==> src/rtl/cpu_types_pkg.sv <==
// Shared CPU datapath types plus the memory-stage state encoding and the
// captured EX/MEM request used while a dcache access is outstanding.
package cpu_types_pkg;
    localparam int WORD_W = 32;
    localparam int REG_W  = 5;

    typedef logic [WORD_W-1:0] word_t;
    typedef logic [REG_W-1:0]  regbits_t;

    typedef enum logic [1:0] {
        IDLE   = 2'd0,
        BUSY   = 2'd1,
        HALTED = 2'd2
    } memstate_t;

    typedef struct packed {
        logic     store;
        logic     ll;
        logic     sc;
        logic     regw;
        regbits_t wsel;
        word_t    addr;
        word_t    wdat;
    } mem_req_t;

    // Links and snoops are tracked per word, so byte offsets are ignored.
    function automatic logic same_word(input word_t a, input word_t b);
        return a[WORD_W-1:2] == b[WORD_W-1:2];
    endfunction
endpackage

==> src/rtl/ll_link_reg.sv <==
// LL/SC reservation: one linked word, set by a completed LL and dropped by a
// completed SC, an own store to the word, or a coherence invalidate of it.
module ll_link_reg
    import cpu_types_pkg::*;
(
    input  logic  clk,
    input  logic  rst,
    input  logic  set,
    input  word_t set_addr,
    input  logic  sc_done,
    input  logic  st_done,
    input  word_t st_addr,
    input  logic  snoop_inv,
    input  word_t snoop_addr,
    input  word_t chk_addr,
    output logic  chk_hit
);
    logic  link_valid;
    word_t link_addr;

    // A set in the same cycle as an invalidate wins: the LL data is fresh.
    always_ff @(posedge clk) begin
        if (rst) begin
            link_valid <= 1'b0;
            link_addr  <= '0;
        end else if (set) begin
            link_valid <= 1'b1;
            link_addr  <= set_addr;
        end else if (sc_done
                     || (st_done && same_word(st_addr, link_addr))
                     || (snoop_inv && same_word(snoop_addr, link_addr))) begin
            link_valid <= 1'b0;
        end
    end

    assign chk_hit = link_valid && same_word(chk_addr, link_addr);
endmodule

==> src/rtl/mem_stage_ctrl.sv <==
// Memory stage of one core: consumes EX/MEM, runs the dcache handshake,
// stalls upstream until dhit, resolves LL/SC and registers MEM/WB.
module mem_stage_ctrl
    import cpu_types_pkg::*;
#(
    parameter int STALL_CNT_W = 16
) (
    input  logic                   CLK,
    input  logic                   RST,
    input  logic                   exmem_valid,
    input  logic                   exmem_dren,
    input  logic                   exmem_dwen,
    input  logic                   exmem_ll,
    input  logic                   exmem_sc,
    input  word_t                  exmem_addr,
    input  word_t                  exmem_wdat,
    input  logic                   exmem_regw,
    input  regbits_t               exmem_wsel,
    input  logic                   exmem_halt,
    input  logic                   dhit,
    input  word_t                  dmemload,
    input  logic                   ccinv,
    input  word_t                  ccsnoopaddr,
    output logic                   dmemREN,
    output logic                   dmemWEN,
    output word_t                  dmemaddr,
    output word_t                  dmemstore,
    output logic                   mem_stall,
    output logic                   memwb_valid,
    output logic                   memwb_regw,
    output regbits_t               memwb_wsel,
    output word_t                  memwb_wdat,
    output logic                   memwb_halt,
    output logic [STALL_CNT_W-1:0] stall_cycles
);
    memstate_t state, state_n;
    mem_req_t  cap, entry;
    logic      capture, link_hit, is_sc, is_mem;
    logic      ll_done, sc_done, st_done;
    logic      wb_load, wb_regw, wb_halt;
    regbits_t  wb_wsel;
    word_t     wb_wdat;

    // When both enables are set the entry is a store.
    assign is_mem = exmem_dren | exmem_dwen;
    assign is_sc  = exmem_dwen & exmem_sc;

    always_comb begin
        entry       = '0;
        entry.store = exmem_dwen;
        entry.ll    = exmem_ll & ~exmem_dwen;
        entry.sc    = is_sc;
        entry.regw  = exmem_regw;
        entry.wsel  = exmem_wsel;
        entry.addr  = exmem_addr;
        entry.wdat  = exmem_wdat;
    end

    ll_link_reg u_link (
        .clk       (CLK),
        .rst       (RST),
        .set       (ll_done),
        .set_addr  (cap.addr),
        .sc_done   (sc_done),
        .st_done   (st_done),
        .st_addr   (cap.addr),
        .snoop_inv (ccinv),
        .snoop_addr(ccsnoopaddr),
        .chk_addr  (exmem_addr),
        .chk_hit   (link_hit)
    );

    always_comb begin
        state_n   = state;
        mem_stall = 1'b0;
        capture   = 1'b0;
        wb_load   = 1'b0;
        wb_regw   = 1'b0;
        wb_wsel   = exmem_wsel;
        wb_wdat   = exmem_addr;
        wb_halt   = 1'b0;
        ll_done   = 1'b0;
        sc_done   = 1'b0;
        st_done   = 1'b0;
        unique case (state)
            IDLE: begin
                if (exmem_valid) begin
                    if (exmem_halt) begin
                        wb_load = 1'b1;
                        wb_regw = exmem_regw;
                        wb_halt = 1'b1;
                        state_n = HALTED;
                    end else if (is_sc && !link_hit) begin
                        // Lost reservation: SC fails locally, cache untouched.
                        wb_load = 1'b1;
                        wb_regw = 1'b1;
                        wb_wdat = '0;
                    end else if (is_mem) begin
                        capture   = 1'b1;
                        mem_stall = 1'b1;
                        state_n   = BUSY;
                    end else begin
                        wb_load = 1'b1;
                        wb_regw = exmem_regw;
                    end
                end
            end
            BUSY: begin
                mem_stall = !dhit;
                wb_wsel   = cap.wsel;
                wb_wdat   = cap.addr;
                if (dhit) begin
                    wb_load = 1'b1;
                    state_n = IDLE;
                    if (!cap.store) begin
                        wb_regw = cap.regw;
                        wb_wdat = dmemload;
                        ll_done = cap.ll;
                    end else if (cap.sc) begin
                        wb_regw = 1'b1;
                        wb_wdat = word_t'(1);
                        sc_done = 1'b1;
                    end else begin
                        st_done = 1'b1;
                    end
                end
            end
            default: state_n = state;
        endcase
    end

    assign dmemREN   = (state == BUSY) && !cap.store;
    assign dmemWEN   = (state == BUSY) && cap.store;
    assign dmemaddr  = (state == BUSY) ? cap.addr : '0;
    assign dmemstore = (state == BUSY && cap.store) ? cap.wdat : '0;

    always_ff @(posedge CLK) begin
        if (RST) begin
            state        <= IDLE;
            cap          <= '0;
            memwb_valid  <= 1'b0;
            memwb_regw   <= 1'b0;
            memwb_wsel   <= '0;
            memwb_wdat   <= '0;
            memwb_halt   <= 1'b0;
            stall_cycles <= '0;
        end else begin
            state       <= state_n;
            memwb_valid <= wb_load;
            if (capture) cap <= entry;
            if (wb_load) begin
                memwb_regw <= wb_regw;
                memwb_wsel <= wb_wsel;
                memwb_wdat <= wb_wdat;
                memwb_halt <= wb_halt;
            end
            if (mem_stall && stall_cycles != '1)
                stall_cycles <= stall_cycles + STALL_CNT_W'(1);
        end
    end
endmodule

==> config.mk <==
export PLATFORM = sky130hd
export DESIGN_NAME = mem_stage_ctrl
export DESIGN_NICKNAME = d
export VERILOG_FILES = /design/src/rtl/cpu_types_pkg.sv /design/src/rtl/ll_link_reg.sv /design/src/rtl/mem_stage_ctrl.sv
export SDC_FILE = /design/constraint.sdc
export NUM_CORES = 1
export LEC_CHECK = 0
export CAP_MARGIN = 20
export CORE_UTILIZATION = 30
export CTS_CLUSTER_DIAMETER = 30
export DETAILED_ROUTE_END_ITERATION = 6
export MAX_ROUTING_LAYER = met4
export SLEW_MARGIN = 20
export SYNTH_ARGS = -nofsm -noshare
export SYNTH_HDL_FRONTEND = slang
export SYNTH_SLANG_ARGS = --single-unit
==> constraint.sdc <==
create_clock -name CLK -period 5.4 [get_ports CLK]
set_input_delay 1.62 -clock CLK [delete_from_list [all_inputs] [get_ports CLK]]
set_output_delay 1.62 -clock CLK [all_outputs]
set_load 0.05 [all_outputs]
======== After elaboration in Yosys (flattened, before gate mapping) ========
Index checks and enable logic that the tools add are counted.
cells by class
  $add $sub $neg .......................... 1
  equality and inequality tests ........... 9
  muxes and demuxes ....................... 51
  bitwise logic cells ..................... 4
  reductions and logical operators ........ 16
operator list
  cell                                                 count
  2-to-1 mux 32 bit                                    8
  equality test 30 bit                                 3
  case mux 32 bit (2 select lines)                     1
  2-to-1 mux 1 bit                                     32
  adder 16 x 1 -> 16 bit, second input constant        1
  inequality test 16 bit, second input constant        1
  2-to-1 mux 2 bit                                     5
  logical AND 1 bit                                    7
  inequality test 3 bit, second input constant         2
  case mux 1 bit (2 select lines)                      3
  2-to-1 mux 5 bit                                     1
  AND reduction 5 bit                                  1
  inequality test 2 bit, second input constant         2
  case mux 2 bit (2 select lines)                      1
  nonzero test 2 bit                                   2
  zero test 1 bit                                      3
  bitwise AND 1 bit                                    2
  equality test 2 x 1 -> 1 bit, second input constant  1
  zero test 2 bit                                      1
  logical OR 1 bit                                     2
  NOT 1 bit                                            1
  bitwise OR 1 bit                                     1
storage, ports and cells
  bits in registers ....................... 164
  bits of input ports ..................... 144
  word-level logic and storage cells ...... 97

======== Longest topological paths before layout ========
  word-level depth ........................ 9
  gate-level depth with buffers ........... 10

======== Hierarchy ========
A second synthesis with hierarchy kept.
second synthesis, totals
  cells, all modules ...................... 960
  area, all modules ....................... 7,897.6 um2
modules (own cells, without submodules)
  module          times used  cells an instance  area an instance (um2)  sequential area each (um2)
  mem_stage_ctrl  1           739                5,829.3                 2,622.5
  ll_link_reg     1           221                2,068.2                 620.6

======== Worst setup path before layout ========
No wires, ideal clock.
  path type ............................... input to output
  from .................................... input exmem_addr[7]
  to ...................................... output mem_stall
  arrival time ............................ 2.761 ns
  setup slack ............................. 1.019 ns
  stages .................................. 5
  buffers on the path ..................... 0
  cells stage by stage .................... xnor2_1 nand4_1 nor4_2 nand3_1 nand2_1
on the way
  longest elaborated chain between the ends .. 8
ends and longest elaborated chain
  what                             RTL line              RTL
  start: declaration               mem_stage_ctrl.sv:15  input word_t exmem_addr,
  equality test 30 bit             cpu_types_pkg.sv:28   return a[WORD_W-1:2] == b[WORD_W-1:2];
  logical AND 1 bit                ll_link_reg.sv:36     assign chk_hit = link_valid && same_word(chk_addr, link_addr);
  zero test 1 bit                  mem_stage_ctrl.sv:93  end else if (is_sc && !link_hit) begin
  logical AND 1 bit                mem_stage_ctrl.sv:93
  2-to-1 mux 1 bit                 mem_stage_ctrl.sv:93
  2-to-1 mux 1 bit                 mem_stage_ctrl.sv:88  if (exmem_halt) begin
  2-to-1 mux 1 bit                 mem_stage_ctrl.sv:87  if (exmem_valid) begin
  case mux 1 bit (2 select lines)  mem_stage_ctrl.sv:85  unique case (state)
  end: declaration                 mem_stage_ctrl.sv:28  output logic mem_stall,
Every way passes these cells.

======== Final worst setup path ========
  from .................................... input exmem_addr[21]
  to ...................................... output mem_stall
Same word-level chain as after synthesis.

==> flow_results.org <==
** Synthesis
- Counting flops and latches in the post-synthesis netlist gives 162.
- Sequential cells were found to cover 39.4% of the synthesized design area.
- In the synthesized netlist, the cells that appear most often are nand2_1, dfxtp_1, a21oi_1.
- A synthesized cell averages 8.20 um^2.
- Cell types occupying the most area after synthesis :: dfxtp_1, nand2_1, xnor2_1
- Share of the synthesized area in the top cell type :: 39.4%
- Mapped cell area :: 8220 um^2
- Synthesis produced 1003 cells.
- Synth area leader :: dfxtp_1
- Prevailing post-synth register cell :: dfxtp_1
- Total nets after synthesis :: 1148
- By instance count, the leading cell after synthesis is nand2_1.
- In the synthesized netlist the async set-or-reset flop fraction comes to 0%.
- Number of distinct library cell variants in the gate-level netlist after synthesis :: 56
- Counting flops with a built-in enable in the synthesized netlist gives 0.
- Yosys printed 0 warnings.

** Finish
- The final layout contains 1380 nets.
- Registers take 3240 um^2.
- Layout Cell Area excl Fill :: 11800 um^2
- Filler Cells Inserted :: 2693
- The multi-input combinational cells in the finished layout cover a total of 4630 um^2.
- Final core occ :: 43.8%
- Area growth from synthesis to layout :: 43.6%
- Leaving out filler cells and counting taps, the final layout contains 1590.
- Share of final-layout standard cells stronger than drive strength 1 :: 10.1%

** Clock network
- Clk slew on worst S/H paths :: 60 ps
- # hold bufs at CTS :: 0
- For the worst-skew pair, the clock arrives at the later sink with an insertion delay of 430 ps.
- The root buffer cell chosen for the clock tree is clkbuf_16.
- The H-tree generated during clock tree synthesis spans 4 levels.
- TritonCTS built the clock tree.
- CTS saw 162 sinks.
- CTS resizes :: 0
- Number of post-CTS setup repair buffers :: 0
- Maximum count of clock buffers along a single path :: 2
- Clock buffers created by TritonCTS :: 17

** Worst setup path
- Setup crit end kind :: output port
- Kind of start point of the critical path :: input pin
- Largest stage delay on the critical path :: 500 ps
- Traced cell by cell, the critical path runs through clkdlybuf4s50_1, xnor2_1, nand4_1, nor4_2, buf_4, nand3_1, nand2_1, buf_12.
- Required time reported for the critical path endpoint :: 3780 ps
- Critical-path top delay cell :: clkdlybuf4s50_1
- WP data arrival :: 3570 ps
- The worst setup path is of the input pin to output port kind.
- Worst Path Max Fanout :: 4

** Timing
- In the final timing run, aggregate negative setup slack is 0 ps.
- The final number of max-transition violations is 0.
- Final Hold Vio Count :: 0
- Setup violations remaining at the end of the flow were counted as 0.
- Slew at the pin closest to its max-slew limit :: 972 ps
- Post-Route Hold Slack :: 451 ps
- The smallest clock period supported by the final layout is computed as 5190 ps.
- Headroom to the max-slew limit :: 35.2%
- Setup repair after global routing left no endpoint under its margin.
- Final clock skew :: 14.8 ps
- Share of the clock period used by the worst path :: 96.2%
- Final critical-path setup slack :: 208 ps
- FMAX :: 0.193 GHz

** Placed design
- Summed over all nets, the half-perimeter wirelength after detailed placement is 21000 um.
- In this run the cell area measured after placement is 11200 um^2.
- Input and output buffers added on the ports amount to 264.
- Placer's final routability congestion estimate :: 0.840
- Once placement completed, the tool counted placed cells totaling 1557.
- Prior to clock tree synthesis, the placed netlist has a worst setup slack of 257 ps.

** Routing
- Detailed-route via count :: 8230
- Residual DRC :: 0
- Routed length per placed instance :: 18.9 um
- Post-detailed-route count of antenna-violating nets :: 0
- For this block, the initial DRC count from the detailed router was 816.
- The routed design has 30100 um of wire.
- For this run, the detailed router's first-pass iteration total came to 5.
- Via density :: 5.18

** Global route
- Total congestion overflow after global routing :: 0
- The number of global-route vias before repair is 7748.
- The first global-routing pass estimated 45900 um of wire.
- Number of antenna violations at the first check in global routing :: 2
- Pin count of the biggest net entering global routing :: 111
- Global routing used 21.8% of the available tracks.

** Floorplanning
- Initial core utilization :: 30.5%
- The region available for standard cell placement spans 27000 um^2.
- Floorplan die area :: 28100 um^2
- Horizontal die dimension :: 168 um
- Measured along the y axis, the die boundary spans 168 um.
- Number of ports placed on the die boundary :: 267
- Std-Cell Rows :: 60

** Power and ir drop
- LEAKAGE :: 3.97 nW
- Across the VDD grid, the largest voltage drop is 0.162 mV.
- In this run the power density over the cells is 280 nW/um^2.
- The completed layout was analyzed and its total power is 3.30 mW.

** Min path
- The tightest min-delay check is of the register to register type.

** Job
- The tool flagged a number of max-cap violations equal to 0.

** Run status
- The flow ran to the end, and the final reports show no timing, DRC or antenna violations.
[layer usage]
layer	vias to the layer above	global-route usage [%]	share of wire [%]
met5	-	-	0
met4	0	5.98	1.4
met3	30	4.30	6.9
met2	321	33.2	46
met1	3936	29.1	46
li1	3943	-	-
[worst max-delay path, delay by kind of cell]
family / cells / cell delay, ps
xor+xnor: 1 / 300
buf+inv: 3 / 830
simple gates: 4 / 820
[cell families (layout without fill, tap and decap cells)]
group / after synthesis / count (layout) / share of synthesized area, %
other: 0 / 2 / 0
buffers and inverters: 79 / 323 / 4.70
flip-flops: 162 / 162 / 39.4
adder cells (fa/ha/maj): 1 / 1 / 0.152
XOR/XNOR: 102 / 102 / 10.9
AO/OA/AOI/OAI: 238 / 238 / 21.3
multiplexers: 4 / 4 / 0.517
AND/OR/NAND/NOR: 417 / 417 / 23.0
[cell usage in the layout, fill, tap and decap left out, types with 4 or more instances in the layout]
| master | synthesis | layout |
|---|---|---|
| a21oi_2 | 21 | 21 |
| and2_1 | 37 | 37 |
| xor2_1 | 14 | 14 |
| dfxtp_1 | 162 | 161 |
| buf_4 | 3 | 24 |
| clkdlybuf4s50_1 | 0 | 262 |
| nand2_1 | 229 | 228 |
| nor2_1 | 66 | 64 |
| clkbuf_16 | 0 | 17 |
| nor4_1 | 4 | 4 |
| xnor2_1 | 88 | 88 |
| nand3_1 | 9 | 9 |
| a211oi_1 | 9 | 9 |
| a222oi_1 | 31 | 31 |
| nand4_1 | 22 | 22 |
| a211oi_2 | 29 | 29 |
| a21oi_1 | 123 | 123 |
| and3_1 | 34 | 34 |
| bufinv_16 | 0 | 4 |
| a311oi_1 | 6 | 6 |
[state kept, by name, summed over array words and instances, names as in the netlist]
register and cells:
memwb_wsel 5, memwb_regw 1, memwb_valid 1, memwb_wdat 32, memwb_halt 1, u_link.link_valid 1, u_link.link_addr 30, cap 73
state 2, stall_cycles 16
[where the power goes]
| group | total [mW] | internal (mW) | leakage (nW) | switching (mW) |
|---|---|---|---|---|
| clock network | 1.31 | 0.788 | 0.304 | 0.527 |
| registers | 1.30 | 1.25 | 1.32 | 0.0450 |
| logic | 0.687 | 0.278 | 2.34 | 0.409 |
| total | 3.30 | 2.32 | 3.97 | 0.981 |
[final timing paths]
| kind | startpoint | slack (ps) | depth (start not counted) | end |
|---|---|---|---|---|
| min reg2reg | cap[23] | 450 | 2 | cap[23] |
| max | exmem_addr[21] | 210 | 8 | mem_stall |
| min | cap[23] | 450 | 2 | cap[23] |
| max reg2reg | u_link.link_addr[6] | 2570 | 9 | memwb_wdat[16] |
[final cells by class]
cell class / count / area share, %
multi-input cells: 762 / 39.2
flip-flops and latches: 162 / 27.5
repair buffers: 290 / 24.3
clock buffers: 19 / 3.75
well taps: 341 / 3.61
clock inverters: 12 / 1.54
inverters: 2 / 0.0636
diodes: 2 / 0.0424
(Power assumes the default switching activity.)
